## src/rtl/interval_timer.sv

```systemverilog
`default_nettype none
// ============================================================================
// Module      : interval_timer
// Description : Parametrised programmable interval timer. Counts enabled
//               clock cycles through an optional prescaler and emits a
//               one-cycle 'out' pulse every load_value x DIV enabled cycles.
//               Supports periodic (auto-reload) and one-shot modes, an
//               explicit load strobe and live reload sampling at wrap.
//
// Parameters  : WIDTH - width of the period counter and load_value
//               DIV   - prescale divisor (>= 1)
//
// Ports       : clock      in   system clock, rising edge
//               reset      in   asynchronous active-high reset
//               count_en   in   counting enable, low freezes prescaler/counter
//               load       in   single-cycle (re)start strobe
//               load_value in   period in prescaled ticks, 0 = stop
//               periodic   in   1 = auto-reload, 0 = one-shot (sampled at load)
//               out        out  registered expiry pulse
//               busy       out  high while running
//               done       out  high after one-shot expiry until next load
//               count      out  current counter value
//
// Revision    : 1.0 - initial release
// ============================================================================
module interval_timer #(
    parameter int WIDTH = 9,
    parameter int DIV   = 1
) (
    input  logic             clock,
    input  logic             reset,
    input  logic             count_en,
    input  logic             load,
    input  logic [WIDTH-1:0] load_value,
    input  logic             periodic,
    output logic             out,
    output logic             busy,
    output logic             done,
    output logic [WIDTH-1:0] count
);

    // Prescaler width; held at 1 for DIV=1 so declarations stay legal even
    // though no prescaler register is built in that case.
    localparam int C_PRE_W = (DIV > 1) ? $clog2(DIV) : 1;

    typedef enum logic [1:0] {
        S_IDLE = 2'd0,
        S_RUN  = 2'd1,
        S_DONE = 2'd2
    } state_t;

    state_t           r_state;
    state_t           w_state_nxt;
    logic [WIDTH-1:0] r_cnt;
    logic [WIDTH-1:0] w_cnt_nxt;
    logic             r_mode;
    logic             w_mode_nxt;
    logic             r_out;
    logic             w_out_nxt;

    logic             w_run_en;   // prescaler advances this cycle
    logic             w_pre_last; // prescaler sits on its final phase
    logic             w_tick;     // one prescaled tick of the period counter

    assign w_run_en = count_en && (r_state == S_RUN);
    assign w_tick   = w_run_en && w_pre_last;

    // ------------------------------------------------------------------------
    // Prescaler: only exists when DIV > 1; otherwise every enabled RUN cycle
    // is a tick.
    // ------------------------------------------------------------------------
    generate
        if (DIV > 1) begin : g_prescaler
            localparam logic [C_PRE_W-1:0] C_PRE_LAST = C_PRE_W'(DIV - 1);

            logic [C_PRE_W-1:0] r_pre;

            assign w_pre_last = (r_pre == C_PRE_LAST);

            always_ff @(posedge clock or posedge reset) begin
                if (reset) begin
                    r_pre <= '0;
                end else if (load) begin
                    r_pre <= '0;
                end else if (w_run_en) begin
                    r_pre <= w_pre_last ? '0 : r_pre + C_PRE_W'(1);
                end
            end
        end else begin : g_no_prescaler
            assign w_pre_last = 1'b1;
        end
    endgenerate

    // ------------------------------------------------------------------------
    // State, counter, mode and pulse registers
    // ------------------------------------------------------------------------
    always_ff @(posedge clock or posedge reset) begin
        if (reset) begin
            r_state <= S_IDLE;
            r_cnt   <= '0;
            r_mode  <= 1'b0;
            r_out   <= 1'b0;
        end else begin
            r_state <= w_state_nxt;
            r_cnt   <= w_cnt_nxt;
            r_mode  <= w_mode_nxt;
            r_out   <= w_out_nxt;
        end
    end

    // ------------------------------------------------------------------------
    // Next-state logic. A load strobe overrides everything, including a
    // terminal tick on the same edge, so a collision yields a fresh period
    // and no pulse.
    // ------------------------------------------------------------------------
    always_comb begin
        w_state_nxt = r_state;
        w_cnt_nxt   = r_cnt;
        w_mode_nxt  = r_mode;
        w_out_nxt   = 1'b0;

        if (load) begin
            w_cnt_nxt   = load_value;
            w_mode_nxt  = periodic;
            w_state_nxt = (load_value != '0) ? S_RUN : S_IDLE;
        end else begin
            case (r_state)
                S_RUN: begin
                    if (w_tick) begin
                        if (r_cnt > WIDTH'(1)) begin
                            w_cnt_nxt = r_cnt - WIDTH'(1);
                        end else begin
                            // Terminal count: pulse is issued even when the
                            // live reload value turns out to be zero.
                            w_out_nxt = 1'b1;
                            if (r_mode) begin
                                w_cnt_nxt = load_value;
                                if (load_value == '0) begin
                                    w_state_nxt = S_IDLE;
                                end
                            end else begin
                                w_cnt_nxt   = '0;
                                w_state_nxt = S_DONE;
                            end
                        end
                    end
                end
                S_IDLE, S_DONE: begin
                    // Only a load leaves these states.
                end
                default: begin
                    w_state_nxt = S_IDLE;
                    w_cnt_nxt   = '0;
                end
            endcase
        end
    end

    assign out   = r_out;
    assign busy  = (r_state == S_RUN);
    assign done  = (r_state == S_DONE);
    assign count = r_cnt;

endmodule
`default_nettype wire
```

## config.mk

```make
export PLATFORM = sky130hd
export DESIGN_NAME = interval_timer
export DESIGN_NICKNAME = d
export VERILOG_FILES = /design/src/rtl/interval_timer.sv
export SDC_FILE = /design/constraint.sdc
export NUM_CORES = 1
export LEC_CHECK = 0
export BUFFER_PORTS_ARGS = -buffer_cell sky130_fd_sc_hd__buf_2
export CORE_ASPECT_RATIO = 1.2
export CORE_MARGIN = 4
export CORE_UTILIZATION = 55
export CTS_CLUSTER_DIAMETER = 40
export CTS_CLUSTER_SIZE = 10
export DETAILED_ROUTE_END_ITERATION = 10
export HOLD_SLACK_MARGIN = 0.05
export PLACE_DENSITY = 0.83
export SLEW_MARGIN = 20
export SYNTH_ARGS = -nofsm -noshare
export SYNTH_HDL_FRONTEND = slang
export SYNTH_SLANG_ARGS = --single-unit
```

## constraint.sdc

```tcl
create_clock -name clock -period 3.8 [get_ports clock]
set_input_delay 0.19 -clock clock [delete_from_list [all_inputs] [get_ports clock]]
set_output_delay 0.19 -clock clock [all_outputs]
set_load 0.01 [all_outputs]
```

### Word-level counts from Yosys, hierarchy flattened

Cells that the tools add are included.

| storage, ports and cells | value |
|---|---|
| bits in latches | 0 |
| memories kept | 0 |
| RAM bits | 0 |
| bits of input ports | 14 |
| logic and storage cells | 35 |
| register bits after elaboration | 13 |
| bits in read-only memories | 0 |

| operators by class | value |
|---|---|
| reductions and logical operators | 7 |
| equality and inequality tests | 6 |
| order comparisons | 1 |
| shifts and indexed selects | 0 |
| $add $sub $neg | 1 |
| multiply operators | 0 |
| muxes and demuxes | 16 |
| bitwise gates (word level) | 0 |
| div/mod/pow operators | 0 |

Operator list:

| cell | count |
|---|---|
| two-way mux 9 bit | 4 |
| one-hot mux 9 bit (2 select lines) | 1 |
| two-way mux 2 bit | 5 |
| > comparator 9 x 1 -> 1 bit, second input constant | 1 |
| zero test 9 bit | 1 |
| nonzero test 9 bit | 1 |
| subtractor 9 x 1 -> 9 bit, second input constant | 1 |
| two-way mux 1 bit | 5 |
| != test 4 x 3 -> 1 bit, second input constant | 1 |
| one-hot mux 2 bit (2 select lines) | 1 |
| AND reduction 4 bit | 1 |
| != test 3 x 2 -> 1 bit, second input constant | 1 |
| != test 3 bit, second input constant | 1 |
| == test 2 x 1 -> 1 bit, second input constant | 1 |
| == test 2 bit, second input constant | 1 |
| zero test 2 bit | 1 |
| != test 2 bit, second input constant | 1 |
| AND reduction 2 bit | 1 |
| OR reduction 2 bit | 1 |
| logical AND 1 bit | 1 |

### Logic depth before layout (Yosys ltp)

| logic depth | value |
|---|---|
| depth after elaboration | 7 |
| depth in mapped cells | 6 |
| depth with buffers taken out | 6 |

### Worst setup path after synthesis

No wires, ideal clock.

| timing path | value |
|---|---|
| kind | register to register |
| start point | reg r_cnt[0], in the netlist count[0] |
| end point | reg r_cnt[6], in the netlist count[6] |
| data required time | 3.674 ns |
| arrival time | 1.686 ns |
| setup slack | 1.988 ns |
| period minus slack after synthesis | 1.812 ns |
| stages on the path, launching flop included | 7 |
| path through | dfrtp_1 inv_1 ha_1 nor4b_2 or2b_1 a21o_1 a221o_1 |

| on the way | value |
|---|---|
| longest elaborated chain between the ends | 5 |
| elaborated cells on any way between the ends | 6 |
| classes of those cells | 1 x add/sub; 1 x order compare; 4 x mux |

RTL lines:

| element | RTL line | source |
|---|---|---|
| from (decl) | 54 | `logic [WIDTH-1:0] r_cnt;` |
| from (signal assigned) | 105 | `r_cnt <= w_cnt_nxt;` |
| subtractor 9 x 1 -> 9 bit / > comparator 9 x 1 -> 1 bit (equally long branches) | 131, 130 |  |
| two-way mux 9 bit (*) | 130 | `if (r_cnt > WIDTH'(1)) begin` |
| two-way mux 9 bit (*) | 129 | `if (w_tick) begin` |
| one-hot mux 9 bit (2 select lines) (*) | 127 | `case (r_state)` |
| two-way mux 9 bit (*) | 122 | `if (load) begin` |

Every way passes the cells marked *; elsewhere a longest branch is shown, timed or not. The select of a mux whose other input is x is not followed.
A chain may end at the register's enable or synchronous reset.

### Worst setup path after layout

| timing path | value |
|---|---|
| start point | reg r_cnt[1], in the netlist count[1] |
| end point | reg r_cnt[6], in the netlist count[6] |

Same word-level chain as after synthesis.

==> run metrics <==
status finished, final reports clean; WL per Instance 16.9 um; drt initial violations 22; share of layout cells above drive strength 1 0.287; crit path kind flop to flop; Syn Area/Cell 9.18 sq um; total power 411 uW; EDFF count, synth 0; Synth Warn # 0; DR vias 956; Yosys top cell area share 0.344; sequential area share after synthesis 0.344; Fmax 511 MHz; via-per-instance ratio 6.50; Critical Path RT 3980 ps; DRC viols 0; DRT Pass-1 Iters 4; hold buffer count at CTS 1; Synth cell types 42; drt total wl 2490 um; initial antenna violation count 0; Most used DFF post-synth dfrtp_1; CP endpoint kind flop; leakage power 0.483 nW; CTS root buffer clkbuf_4; insertion delay to the later sink of the worst-skew pair 290 ps; Hold Crit Class input port to flop; number of diodes 0; Num CTS Buffers 3; CTS tree built; worst vdd ir 0.000204 V; PwrDens 372 nW/um^2; cell taking the most area after synthesis dfrtp_1; Routed Antenna Nets 0; setup bufs post-CTS 0; GR Util All Layers 0.235; final non-filler cell area 1110 sq um; H-tree depth 1; Placeable Area 1620 sq um; maxcap violations 0; Reg clk slew, reported paths 90 ps; DIE WIDTH 45.9 um; largest net degree at the start of global routing 15; top cells by area, synth dfrtp_1 34%, o21ai_0 5.3%, nor4_4 4.5%, a22oi_1 4.0%, a31oi_1 4.0%; Final Critical Period 1960 ps; worst slew pin tran 717 ps; final hold vios 0; Initial Util 0.583; # fillers 147; async set-reset flop share out of synthesis 1.00; first-pass GRT wire length 4220 um; Syn Inst Count 103; Net Count, Synth 119; placed cell count 142; mapped cell area 946 sq um; vias in the first global route 920; PortBufs 25; most numerous cell in the Yosys netlist dfrtp_1; final setup fails 0; Slew HR 0.520; skew final 10.3 ps; GPL Wtd Cong 0.934; max-slew violation count 0; Die H 53.4 um; Rows 16; boundary pin count 26; top cells by count, synth 13 x dfrtp_1, 10 x o21ai_0, 8 x nor2_1; CTS resizes 0; crit path DAT 2140 ps; crit-path max FO 7; #FFs+latches synth 13; Area Overhead vs Synth 16.9%; Setup crit start kind flop; RSZ-0062 raised after global routing no; CTS Buffer Depth 2; Area after DPL 1070 sq um; final global-route overflow total 0; Nets 146; Final Non-Filler Cells 147; setup ws final 1840 ps; ratio of final minimum period to clock period 0.515; DP HPWL 1810 um; DP Worst Slack 1870 ps; setup TNS 0 ps; clock sinks 13; die area 2450 sq um
critical path, stage by stage, from the launching register on:
cell,delay [ps]
dfrtp_1,460
inv_1,100
ha_1,200
o21bai_1,270
nand3_1,250
o21ai_0,190
a221o_1,380
routing by layer:
layer,track usage,part of all wire
met1,0.296,0.43
met2,0.388,0.50
met3,0.0408,0.060
met4,0.0900,0.016
met5,0,0
report_power, final:
group / switching (mW) / internal [mW] / leakage (nW)
Combinational: 0.0770 / 0.0576 / 0.308
Sequential: 0.0325 / 0.153 / 0.160
Clock: 0.0506 / 0.0409 / 0.0150
final cells by class:
type	count	area (sq um)	share of cell area
clock buffer	4	26.3	0.0238
tap	18	22.5	0.0204
inverter	7	26.3	0.0238
multi-input combinational	79	571	0.516
sequential	13	325	0.294
timing repair buffer	26	135	0.122
logic make-up (layout without fill, tap and decap cells):
kind of cell    Yosys count  in the layout  share of synthesized area
compound gates           38             38                      0.271
simple gates             37             37                      0.286
flops                    13             13                      0.344
buf+inv                  11             37                     0.0529
fa+ha+maj                 2              2                     0.0265
xor+xnor                  1              1                    0.00926
mux                       1              1                     0.0106
final timing paths:
| path | start | to | slack (ps) | depth (start not counted) |
|---|---|---|---|---|
| min | periodic | r_mode | 120 | 3 |
| min in group asynchronous | reset | count[6] | 460 | 3 |
| max reg2reg | count[1] | count[6] | 1840 | 6 |
| max in group asynchronous | reset | r_state[1] | 2980 | 3 |
| max | count[1] | count[6] | 1840 | 6 |
| min reg2reg | count[1] | count[1] | 660 | 2 |
registers in the layout, summed over array words and instances (netlist names):
signal   count
out          1
r_state      2
count        9
r_mode       1
cells in the final DEF (no fill, tap or decap), types with 2 or more instances in the layout:
cell	count
a21oi_1	4
nor2_1	8
ha_1	2
a22oi_1	5
nor4_1	2
o21ai_0	10
inv_1	7
nor3_4	2
a31oi_1	6
nor4_4	2
nand2_1	5
nor2b_1	2
nand3_1	4
o211ai_1	2
buf_2	25
clkbuf_4	3
a221o_1	2
dfrtp_1	13
per-stage QoR:
| stage | utilization | hold WS (ps) |
|---|---|---|
| finish | 0.682 | 120 |
| floorplan | - | 67.0 |
| CTS | 0.682 | 123 |
| detailed placement | 0.660 | 250 |
| global route | 0.682 | 137 |
| global placement | 0.660 | 236 |
No activity file was read; power rests on OpenSTA's default activity.
